[config.mk]
export PLATFORM = sky130hd
export DESIGN_NAME = csr_file_flat
export DESIGN_NICKNAME = d
export VERILOG_FILES = /design/src/rtl/csr_file_if.sv /design/src/rtl/csr_file.sv /design/src/flat_wrapper.sv
export SDC_FILE = /design/constraint.sdc
export NUM_CORES = 1
export LEC_CHECK = 0
export CORE_AREA = 2 2 250 178
export CTS_BUF_LIST = sky130_fd_sc_hd__clkbuf_8
export CTS_CLUSTER_SIZE = 16
export DETAILED_ROUTE_END_ITERATION = 10
export DIE_AREA = 0 0 252 180
export GPL_TIMING_DRIVEN = 0
export PLACE_DENSITY = 0.66
export RECOVER_POWER = 100
export REMOVE_ABC_BUFFERS = 1
export SLEW_MARGIN = 20
export SYNTH_ARGS = -nofsm -noshare
export SYNTH_HDL_FRONTEND = slang
export SYNTH_SLANG_ARGS = --single-unit
[constraint.sdc]
create_clock -name clk -period 3.8 [get_ports clk]
set_clock_uncertainty 0.1 [all_clocks]
set_input_delay 0.95 -clock clk [delete_from_list [all_inputs] [get_ports clk]]
set_output_delay 0.95 -clock clk [all_outputs]
set_load 0.005 [all_outputs]
[src/rtl/csr_file_if.sv]
// csr_file_if
//
// CSR access channel between the commit stage and csr_file. The commit
// logic (master) presents one committed CSR instruction per cycle; the CSR
// file (slave) answers combinationally with the old register value and an
// illegal-access flag.
//
// Signals:
//   csr_valid    committed CSR instruction this cycle
//   csr_op       funct3 of the instruction (RW/RS/RC and immediate forms)
//   csr_addr     12-bit CSR address
//   csr_rs1_idx  rs1 field, doubles as zimm for immediate forms
//   csr_rs1_val  rs1 register value
//   csr_rdata    old CSR value destined for rd
//   illegal_csr  unimplemented address or write to a read-only address

interface csr_file_if;
    logic        csr_valid;
    logic [2:0]  csr_op;
    logic [11:0] csr_addr;
    logic [4:0]  csr_rs1_idx;
    logic [31:0] csr_rs1_val;
    logic [31:0] csr_rdata;
    logic        illegal_csr;

    modport master (
        output csr_valid,
        output csr_op,
        output csr_addr,
        output csr_rs1_idx,
        output csr_rs1_val,
        input  csr_rdata,
        input  illegal_csr
    );

    modport slave (
        input  csr_valid,
        input  csr_op,
        input  csr_addr,
        input  csr_rs1_idx,
        input  csr_rs1_val,
        output csr_rdata,
        output illegal_csr
    );
endinterface

[src/rtl/csr_file.sv]
// csr_file
//
// Machine-mode CSR register file and trap sequencer at the commit point of
// the RV32 pipeline. Executes committed CSR read/modify/write operations,
// performs trap entry for exceptions and the two-phase MRET return, and
// keeps the mcycle/minstret counters.
//
// Ports:
//   clk, rst                 clock and synchronous active-high reset
//   csr_bus (slave)          CSR access channel, see csr_file_if
//   exception_i              committed exception this cycle
//   exception_cause_i        value for mcause
//   exception_pc_i           PC of the faulting instruction
//   exception_tval_i         value for mtval
//   mret_i                   committed MRET this cycle
//   instret_i                one instruction retired this cycle
//   current_privilege_i      current privilege level (11 M, 00 U)
//   mstatus_o                current mstatus
//   trap_redirect_o          one-cycle pulse: fetch goes to redirect_pc_o
//   mret_out_o               one-cycle pulse: MRET is completing
//   redirect_pc_o            registered redirect target

module csr_file #(
    parameter int unsigned DATA_WIDTH  = 32,
    parameter logic [31:0] MTVEC_RESET = 32'h0000_0000
) (
    input  logic                  clk,
    input  logic                  rst,
    csr_file_if.slave             csr_bus,
    input  logic                  exception_i,
    input  logic [DATA_WIDTH-1:0] exception_cause_i,
    input  logic [DATA_WIDTH-1:0] exception_pc_i,
    input  logic [DATA_WIDTH-1:0] exception_tval_i,
    input  logic                  mret_i,
    input  logic                  instret_i,
    input  logic [1:0]            current_privilege_i,
    output logic [DATA_WIDTH-1:0] mstatus_o,
    output logic                  trap_redirect_o,
    output logic                  mret_out_o,
    output logic [DATA_WIDTH-1:0] redirect_pc_o
);

    localparam logic [11:0] ADDR_MSTATUS   = 12'h300;
    localparam logic [11:0] ADDR_MISA      = 12'h301;
    localparam logic [11:0] ADDR_MTVEC     = 12'h305;
    localparam logic [11:0] ADDR_MSCRATCH  = 12'h340;
    localparam logic [11:0] ADDR_MEPC      = 12'h341;
    localparam logic [11:0] ADDR_MCAUSE    = 12'h342;
    localparam logic [11:0] ADDR_MTVAL     = 12'h343;
    localparam logic [11:0] ADDR_MCYCLE    = 12'hB00;
    localparam logic [11:0] ADDR_MINSTRET  = 12'hB02;
    localparam logic [11:0] ADDR_MCYCLEH   = 12'hB80;
    localparam logic [11:0] ADDR_MINSTRETH = 12'hB82;
    localparam logic [11:0] ADDR_MHARTID   = 12'hF14;

    localparam logic [DATA_WIDTH-1:0] MISA_VALUE = 32'h4000_1100;
    localparam logic [DATA_WIDTH-1:0] ALIGN_MASK = ~32'h0000_0003;

    typedef enum logic [1:0] {
        SEQ_IDLE,
        SEQ_TRAP,
        SEQ_MRET
    } seqState_t;

    seqState_t seqState_q;

    logic                  trap_redirect_q;
    logic                  mret_out_q;
    logic [DATA_WIDTH-1:0] redirect_pc_q;

    logic                  mie_q,  mie_d;
    logic                  mpie_q, mpie_d;
    logic [1:0]            mpp_q,  mpp_d;
    logic [DATA_WIDTH-1:0] mtvec_q,    mtvec_d;
    logic [DATA_WIDTH-1:0] mscratch_q, mscratch_d;
    logic [DATA_WIDTH-1:0] mepc_q,     mepc_d;
    logic [DATA_WIDTH-1:0] mcause_q,   mcause_d;
    logic [DATA_WIDTH-1:0] mtval_q,    mtval_d;
    logic [63:0]           mcycle_q,   mcycle_d;
    logic [63:0]           minstret_q, minstret_d;

    logic [DATA_WIDTH-1:0] mstatusView;
    logic [DATA_WIDTH-1:0] readData;
    logic                  addrImplemented;
    logic                  addrReadOnly;
    logic                  wantWrite;
    logic                  illegal;
    logic                  csrWrite;
    logic [DATA_WIDTH-1:0] writeSrc;
    logic [DATA_WIDTH-1:0] writeData;
    logic [63:0]           mcycleInc;
    logic [63:0]           minstretInc;

    // Only MIE, MPIE and MPP are stored; every other mstatus bit reads zero.
    assign mstatusView = {19'd0, mpp_q, 3'd0, mpie_q, 3'd0, mie_q, 3'd0};

    // Address decode and read mux. Reads are zero latency and return the
    // value held before this cycle's edge, which is what rd receives.
    always_comb begin
        readData        = '0;
        addrImplemented = 1'b1;
        addrReadOnly    = 1'b0;
        case (csr_bus.csr_addr)
            ADDR_MSTATUS:   readData = mstatusView;
            ADDR_MISA: begin
                readData     = MISA_VALUE;
                addrReadOnly = 1'b1;
            end
            ADDR_MTVEC:     readData = mtvec_q;
            ADDR_MSCRATCH:  readData = mscratch_q;
            ADDR_MEPC:      readData = mepc_q;
            ADDR_MCAUSE:    readData = mcause_q;
            ADDR_MTVAL:     readData = mtval_q;
            ADDR_MCYCLE:    readData = mcycle_q[31:0];
            ADDR_MCYCLEH:   readData = mcycle_q[63:32];
            ADDR_MINSTRET:  readData = minstret_q[31:0];
            ADDR_MINSTRETH: readData = minstret_q[63:32];
            ADDR_MHARTID: begin
                readData     = '0;
                addrReadOnly = 1'b1;
            end
            default:        addrImplemented = 1'b0;
        endcase
    end

    // Write qualification and new-value computation. Set/clear forms with
    // rs1/zimm of zero are pure reads, so they never write and may target
    // read-only registers. Exception and MRET outrank a CSR write.
    always_comb begin
        wantWrite = csr_bus.csr_valid && (csr_bus.csr_op[1:0] != 2'b00)
                    && !(csr_bus.csr_op[1] && (csr_bus.csr_rs1_idx == 5'd0));
        illegal   = csr_bus.csr_valid
                    && (!addrImplemented || (addrReadOnly && wantWrite));
        writeSrc  = csr_bus.csr_op[2] ? {27'd0, csr_bus.csr_rs1_idx}
                                      : csr_bus.csr_rs1_val;
        case (csr_bus.csr_op[1:0])
            2'b10:   writeData = readData | writeSrc;
            2'b11:   writeData = readData & ~writeSrc;
            default: writeData = writeSrc;
        endcase
        csrWrite = wantWrite && !illegal && !exception_i && !mret_i;
    end

    // Next-state for the architectural registers. Counters always advance;
    // a CSR write replaces only the written half's incremented value.
    always_comb begin
        mie_d      = mie_q;
        mpie_d     = mpie_q;
        mpp_d      = mpp_q;
        mtvec_d    = mtvec_q;
        mscratch_d = mscratch_q;
        mepc_d     = mepc_q;
        mcause_d   = mcause_q;
        mtval_d    = mtval_q;

        mcycleInc   = mcycle_q + 64'd1;
        minstretInc = minstret_q + {63'd0, instret_i};
        mcycle_d    = mcycleInc;
        minstret_d  = minstretInc;

        if (exception_i) begin
            mpie_d   = mie_q;
            mie_d    = 1'b0;
            mpp_d    = current_privilege_i;
            mepc_d   = exception_pc_i & ALIGN_MASK;
            mcause_d = exception_cause_i;
            mtval_d  = exception_tval_i;
        end else if (seqState_q == SEQ_MRET) begin
            // Second MRET phase: decode has already sampled the old MPP.
            mie_d  = mpie_q;
            mpie_d = 1'b1;
            mpp_d  = 2'b00;
        end

        if (csrWrite) begin
            case (csr_bus.csr_addr)
                ADDR_MSTATUS: begin
                    if (seqState_q != SEQ_MRET) begin
                        mie_d  = writeData[3];
                        mpie_d = writeData[7];
                        // Only M and U exist, so S/H encodings collapse to U.
                        mpp_d  = (writeData[12:11] == 2'b11) ? 2'b11 : 2'b00;
                    end
                end
                ADDR_MTVEC:     mtvec_d    = writeData & ALIGN_MASK;
                ADDR_MSCRATCH:  mscratch_d = writeData;
                ADDR_MEPC:      mepc_d     = writeData & ALIGN_MASK;
                ADDR_MCAUSE:    mcause_d   = writeData;
                ADDR_MTVAL:     mtval_d    = writeData;
                ADDR_MCYCLE:    mcycle_d[31:0]    = writeData;
                ADDR_MCYCLEH:   mcycle_d[63:32]   = writeData;
                ADDR_MINSTRET:  minstret_d[31:0]  = writeData;
                ADDR_MINSTRETH: minstret_d[63:32] = writeData;
                default: ;
            endcase
        end
    end

    // Architectural register update.
    always_ff @(posedge clk) begin
        if (rst) begin
            mie_q      <= 1'b0;
            mpie_q     <= 1'b0;
            mpp_q      <= 2'b11;
            mtvec_q    <= MTVEC_RESET & ALIGN_MASK;
            mscratch_q <= '0;
            mepc_q     <= '0;
            mcause_q   <= '0;
            mtval_q    <= '0;
            mcycle_q   <= '0;
            minstret_q <= '0;
        end else begin
            mie_q      <= mie_d;
            mpie_q     <= mpie_d;
            mpp_q      <= mpp_d;
            mtvec_q    <= mtvec_d;
            mscratch_q <= mscratch_d;
            mepc_q     <= mepc_d;
            mcause_q   <= mcause_d;
            mtval_q    <= mtval_d;
            mcycle_q   <= mcycle_d;
            minstret_q <= minstret_d;
        end
    end

    // Trap/MRET sequencer. An exception wins over MRET and also cancels a
    // pending MRET completion, so the two pulses can never overlap.
    always_ff @(posedge clk) begin
        if (rst) begin
            seqState_q      <= SEQ_IDLE;
            trap_redirect_q <= 1'b0;
            mret_out_q      <= 1'b0;
            redirect_pc_q   <= '0;
        end else if (exception_i) begin
            seqState_q      <= SEQ_TRAP;
            trap_redirect_q <= 1'b1;
            mret_out_q      <= 1'b0;
            redirect_pc_q   <= mtvec_q & ALIGN_MASK;
        end else if (mret_i) begin
            seqState_q      <= SEQ_MRET;
            trap_redirect_q <= 1'b0;
            mret_out_q      <= 1'b1;
            redirect_pc_q   <= mepc_q;
        end else begin
            seqState_q      <= SEQ_IDLE;
            trap_redirect_q <= 1'b0;
            mret_out_q      <= 1'b0;
        end
    end

    assign csr_bus.csr_rdata   = readData;
    assign csr_bus.illegal_csr = illegal;
    assign mstatus_o           = mstatusView;
    assign trap_redirect_o     = trap_redirect_q;
    assign mret_out_o          = mret_out_q;
    assign redirect_pc_o       = redirect_pc_q;

endmodule

[src/flat_wrapper.sv]
// flat-port wrapper written by rule: the top's interface ports become plain ports
module csr_file_flat 
#(
    parameter int unsigned DATA_WIDTH  = 32,
    parameter logic [31:0] MTVEC_RESET = 32'h0000_0000
)
  (clk, rst, exception_i, exception_cause_i, exception_pc_i, exception_tval_i, mret_i, instret_i, current_privilege_i, mstatus_o, trap_redirect_o, mret_out_o, redirect_pc_o, csr_bus_csr_valid, csr_bus_csr_op, csr_bus_csr_addr, csr_bus_csr_rs1_idx, csr_bus_csr_rs1_val, csr_bus_csr_rdata, csr_bus_illegal_csr);
  csr_file_if csr_bus_i ();
  input  logic clk;
  input  logic rst;
  input  logic exception_i;
  input  logic [DATA_WIDTH-1:0] exception_cause_i;
  input  logic [DATA_WIDTH-1:0] exception_pc_i;
  input  logic [DATA_WIDTH-1:0] exception_tval_i;
  input  logic mret_i;
  input  logic instret_i;
  input  logic [1:0] current_privilege_i;
  output logic [DATA_WIDTH-1:0] mstatus_o;
  output logic trap_redirect_o;
  output logic mret_out_o;
  output logic [DATA_WIDTH-1:0] redirect_pc_o;
  input wire logic [$bits(csr_bus_i.csr_valid)-1:0] csr_bus_csr_valid;
  input wire logic [$bits(csr_bus_i.csr_op)-1:0] csr_bus_csr_op;
  input wire logic [$bits(csr_bus_i.csr_addr)-1:0] csr_bus_csr_addr;
  input wire logic [$bits(csr_bus_i.csr_rs1_idx)-1:0] csr_bus_csr_rs1_idx;
  input wire logic [$bits(csr_bus_i.csr_rs1_val)-1:0] csr_bus_csr_rs1_val;
  output wire logic [$bits(csr_bus_i.csr_rdata)-1:0] csr_bus_csr_rdata;
  output wire logic [$bits(csr_bus_i.illegal_csr)-1:0] csr_bus_illegal_csr;
  assign csr_bus_i.csr_valid = csr_bus_csr_valid;
  assign csr_bus_i.csr_op = csr_bus_csr_op;
  assign csr_bus_i.csr_addr = csr_bus_csr_addr;
  assign csr_bus_i.csr_rs1_idx = csr_bus_csr_rs1_idx;
  assign csr_bus_i.csr_rs1_val = csr_bus_csr_rs1_val;
  assign csr_bus_csr_rdata = csr_bus_i.csr_rdata;
  assign csr_bus_illegal_csr = csr_bus_i.illegal_csr;
  csr_file #(.DATA_WIDTH(DATA_WIDTH), .MTVEC_RESET(MTVEC_RESET)) u_core (.clk(clk), .rst(rst), .csr_bus(csr_bus_i), .exception_i(exception_i), .exception_cause_i(exception_cause_i), .exception_pc_i(exception_pc_i), .exception_tval_i(exception_tval_i), .mret_i(mret_i), .instret_i(instret_i), .current_privilege_i(current_privilege_i), .mstatus_o(mstatus_o), .trap_redirect_o(trap_redirect_o), .mret_out_o(mret_out_o), .redirect_pc_o(redirect_pc_o));
endmodule
# Word-level counts from Yosys, hierarchy flattened

Cells that the tools add are included.

Flip-flop bits (word level): 326
Input bits: 156
Output and inout bits: 99
Word-level logic and storage cells: 102

$add $sub $neg: 2
Equal/unequal tests: 17
Muxes and demuxes: 42
Bitwise operators: 3
Reductions and logical operators: 22

Operators by type and width:

| operator                | count |
|---|---|
| $mux W32                | 16 |
| $pmux W32 S11           | 1 |
| $mux W64                | 2 |
| $eq A12 B10 Y1 const B  | 7 |
| $add A64 B1 Y64         | 1 |
| $add A64 B1 Y64 const B | 1 |
| $pmux W32 S2            | 1 |
| $eq A12 B12 Y1 const B  | 5 |
| $and A32 B32 Y32        | 1 |
| $not A32 Y32            | 1 |
| $or A32 B32 Y32         | 1 |
| $mux W1                 | 15 |
| $mux W2                 | 7 |
| $reduce_or A12 Y1       | 1 |
| $eq A2 B2 Y1 const B    | 4 |
| $logic_and A1 B1 Y1     | 8 |
| $logic_not A1 Y1        | 5 |
| $logic_not A5 Y1        | 1 |
| $reduce_and A2 Y1       | 2 |
| $reduce_bool A2 Y1      | 2 |
| $reduce_or A2 Y1        | 2 |
| $ne A2 B2 Y1 const B    | 1 |
| $logic_or A1 B1 Y1      | 1 |

# Longest topological paths before layout

Depth in word-level cells: 12
Mapped depth: 11
Gate-level depth less buffers: 8

# Worst setup path after synthesis

OpenSTA, ideal clock, no wires.

Path kind: input to output
From: input port csr_bus_csr_addr[3]
To: output port csr_bus_csr_rdata[4]
Data arrival time: 2917 ps
Required time: 2750 ps
Path slack: -167 ps
Stages: 7
Path buffers: 3
Cell sequence: buf_2 > or4b_4 > nor4_2 > clkbuf_1 > clkbuf_1 > a222oi_1 > nand3_1

Word-level cells in the longest chain between the ends: 2
Elaborated cells between the ends (all ways): 12
Classes of those cells: eq/ne: 11; mux: 1

RTL lines:

| element                                          | RTL line           | RTL |
|---|---|---|
| start: declaration                               | flat_wrapper.sv:24 | `input wire logic [$bits(csr_bus_i.csr_addr)-1:0] csr_bus_csr_addr;` |
| $eq A12 B12 Y1 or $eq A12 B10 Y1 (tied branches) | csr_file.sv:103    | `case (csr_bus.csr_addr)` |
| $pmux W32 S11 (*)                                | csr_file.sv:103    |  |
| end: declaration                                 | flat_wrapper.sv:27 | `output wire logic [$bits(csr_bus_i.csr_rdata)-1:0] csr_bus_csr_rdata;` |

Every way passes the cells marked *; elsewhere a longest branch is shown, timed or not.

# Final worst setup path

From: input port csr_bus_csr_addr[3]
To: output port csr_bus_csr_rdata[16]

Same word-level chain as after synthesis.

==> metrics <==
FF-to-FF Start u_core.mcycle_q[10]; Critical Path RT 2750 ps; slowest stage cell, crit path or4b_4; Post-Place Worst Slack -2265 ps; vias in the first global route 19,830; Root Buffer Master clkbuf_8; Final Max Slew Viols 191; max cap viols 2; Tot Pwr 0.007543 W; Hold Path End u_core.mscratch_q[2]; final hold violation count 0; Hold Buf Count CTS 0; mean post-synth cell area 8.365 um2; CP Launch Type input port; post-synthesis register bit count 324; Max Fclk 249.9 MHz; share of cells above drive strength 1 20.12%; CTS HTree Levels 2; CTS max path bufs 3; Flop pwr share 46.8%; final wirelength 95.03 mm; slowest stage delay, CP 630 ps; CP delay by family, top simple AND/OR/NAND/NOR gates; drt via density 6.926; TritonCTS buffer count 54; Sw Pwr 0.002108 W; cell mode on critical path buf_6; Post-route DRC 0; Clock power frac 40.8%; Die Width 252 um; Setup CP Type input port to output port; DP Wirelength 59.96 mm; most frequent cells in the layout dfxtp_1 (324), nor2_1 (190), a21oi_1 (182), clkdlybuf4s50_1 (136), o21ai_0 (118); core area 43,080 um2; CP cell instances buf_12, or4b_4, buf_6, buf_6, buf_12, a2111oi_4, a221o_1, or4_4, buf_6; worst-path fanout max 5; mapped cell area 19,100 um2; reg2reg end u_core.mcycle_q[63]; min cycle time layout 4002 ps; VDD IR max 0.2501 mV; fill count 3,742; largest net degree at the start of global routing 100; headroom to the max-slew limit -71.72%; Final period util 105.3%; post-synthesis sequential area ratio 33.95%; IO Port Bufs 224; clk sinks 324; EDFF count, synth 0; Final setup viols 35; chip height 180 um; initial antenna violation count 4; IO Count 255; crit path DAT 2950 ps; Initial Util 44.35%; Slew @ Worst Pin 2576 ps; First DRT Iteration DRCs 3,363; Leakage Power 9.556 nW; Avg WL per Cell 30.18 um; hold path start u_core.mscratch_q[2]; top_reg_cell synth dfxtp_1; fin util 58.18%; Int Pwr 0.005435 W; Synth Instances 2,284; Post-DRT Antenna Nets 0; Sw Ratio 27.94%; failing checks max-capacitance violations, max-slew violations, negative setup slack; RSZ-0062 raised after global routing true; Distinct cells, synth 96; TritonCTS clock tree done; Overall Global Routing Usage 39.10%; Skew-Pair Late Insertion Delay 640 ps; Crit path depth 9; gpl congestion 0.9690; DRT Pass-1 Iters 8; fin nets 2,706; Async S/R FF share, synth 0%; Hold Crit Class flip-flop to flip-flop; total grt overflow 0; # rows 64; vias after detailed routing 21,810; die area 45,360 um2; yosys warns 0; Combinational Power Share 12.4%; setup ws final -201.8 ps; Sum Neg Setup Slack -3448 ps; most common cell after layout, fill and taps aside dfxtp_1; Worst Hold Path Cells 2; Reg2Reg Setup Slack 140 ps; R2R cell count 6; Layout area overhead 31.20%; clock slew at reported path FFs 60 ps; Bufs and invs on worst path 5; Worst setup EP type output port; outcome complete, but fails checks; PwrDens 300.9 nW/um2; first-pass GRT wire length 132.8 mm
## cell families (layout without fill, tap and decap cells)
kind of cell	after synthesis	count (layout)	synth area share [%]
mux	120	120	6.903
buf+inv	267	537	6.405
simple gates	717	720	20.56
fa+ha+maj	3	3	0.1965
flops	324	324	33.95
xor+xnor	121	121	5.547
other cells	1	32	0.01963
compound gates	731	731	26.41
## through the flow
stage                     instances  cell area, um2  hold WS (ps)
after floorplan                2061           18050         345.6
after global placement         2846           20990         364.7
after detailed placement       2894           21810         369.3
after CTS                      3104           24500         378.8
after global routing           3146           25060         405.0
final                          3149           25070         379.5
## cell type report
| class | count | area [um2] | area share [%] |
|---|---|---|---|
| clock inverters | 27 | 110.1 | 0.4393 |
| repair buffers | 427 | 4587 | 18.30 |
| diodes | 4 | 10.01 | 0.03993 |
| clock buffers | 66 | 908.4 | 3.624 |
| flip-flops and latches | 324 | 6486 | 25.88 |
| inverters | 17 | 68.82 | 0.2745 |
| multi-input cells | 1723 | 12190 | 48.64 |
| well taps | 561 | 701.9 | 2.800 |
## power groups by stage
| stage | combinational [W] | clock (W) | sequential, W |
|---|---|---|---|
| after floorplan | 0.000318 | 0 | 0.00358 |
| after global placement | 0.000771 | 0 | 0.00360 |
| after detailed placement | 0.000777 | 0 | 0.00360 |
| after CTS | 0.000872 | 0.00307 | 0.00353 |
| after global routing | 0.000967 | 0.00321 | 0.00354 |
| final | 0.000934 | 0.00308 | 0.00353 |
## state kept, by name (all words and copies together), names as in the netlist, 2 cells and up
register,count
u_core.mcycle_q,64
u_core.minstret_q,64
u_core.mcause_q,32
u_core.mepc_q,32
u_core.mscratch_q,32
u_core.mtval_q,32
u_core.redirect_pc_o,32
u_core.mtvec_q,30
u_core.mpp_q,2
## tightest hold or removal path: stages, from the launching register on
cell	delay, ps
dfxtp_1	310
nand3_1	60
o31ai_1	60
## metal layers
layer	share of wire, %	global-route usage [%]	up-vias
met4	6.2	16.64	8
li1	-	-	9118
met1	40	54.61	10320
met2	38	54.33	1864
met3	15	13.29	498
met5	0.10	0	-
## timing repair
action,in CTS,in global routing
pin swaps,68,40
gates resized for setup,339,64
endpoints found under the hold margin,0,0
buffers inserted,110,46
cloned,8,3
endpoints found under the setup margin,323,39
## synth_stat cells (10+ instances only)
cell type	count	area [um2]
a211oi_1	106	795.8
a21oi_1	185	925.9
a221o_1	19	190.2
a221oi_1	10	87.58
a222oi_1	20	200.2
a22o_1	31	271.5
a22oi_1	54	405.4
a31oi_1	13	81.33
and2_1	12	75.07
and3_1	36	225.2
and4_1	41	359.1
buf_1	15	56.30
buf_2	54	270.3
buf_4	35	262.8
clkbuf_1	143	536.8
dfxtp_1	324	6486
inv_1	15	56.30
mux2_2	56	630.6
mux2i_1	59	590.6
nand2_1	116	435.4
nand3_1	80	400.4
nand3b_1	12	90.09
nand4_1	68	425.4
nor2_1	194	728.2
nor2b_1	33	206.5
nor3_1	35	175.2
nor4_1	28	175.2
o21a_1	46	345.3
o21ai_0	121	605.6
o22ai_1	33	206.5
xnor2_1	48	420.4
xor2_1	73	639.4
## how the worst max path moves through the flow
| stage | slack, ps | endpoint | from |
|---|---|---|---|
| final | -200 | csr_bus_csr_rdata[16] | csr_bus_csr_addr[3] |
| after global routing | -200 | csr_bus_csr_rdata[16] | csr_bus_csr_addr[3] |
| after CTS | -160 | csr_bus_csr_rdata[16] | csr_bus_csr_addr[1] |
| after detailed placement | -2270 | csr_bus_csr_rdata[30] | csr_bus_csr_addr[6] |
| after global placement | -10900 | u_core.mcycle_q[63] | rst |
| after floorplan | -2240 | u_core.mcause_q[0] | csr_bus_csr_addr[0] |
No activity file was read; power rests on OpenSTA's default activity.
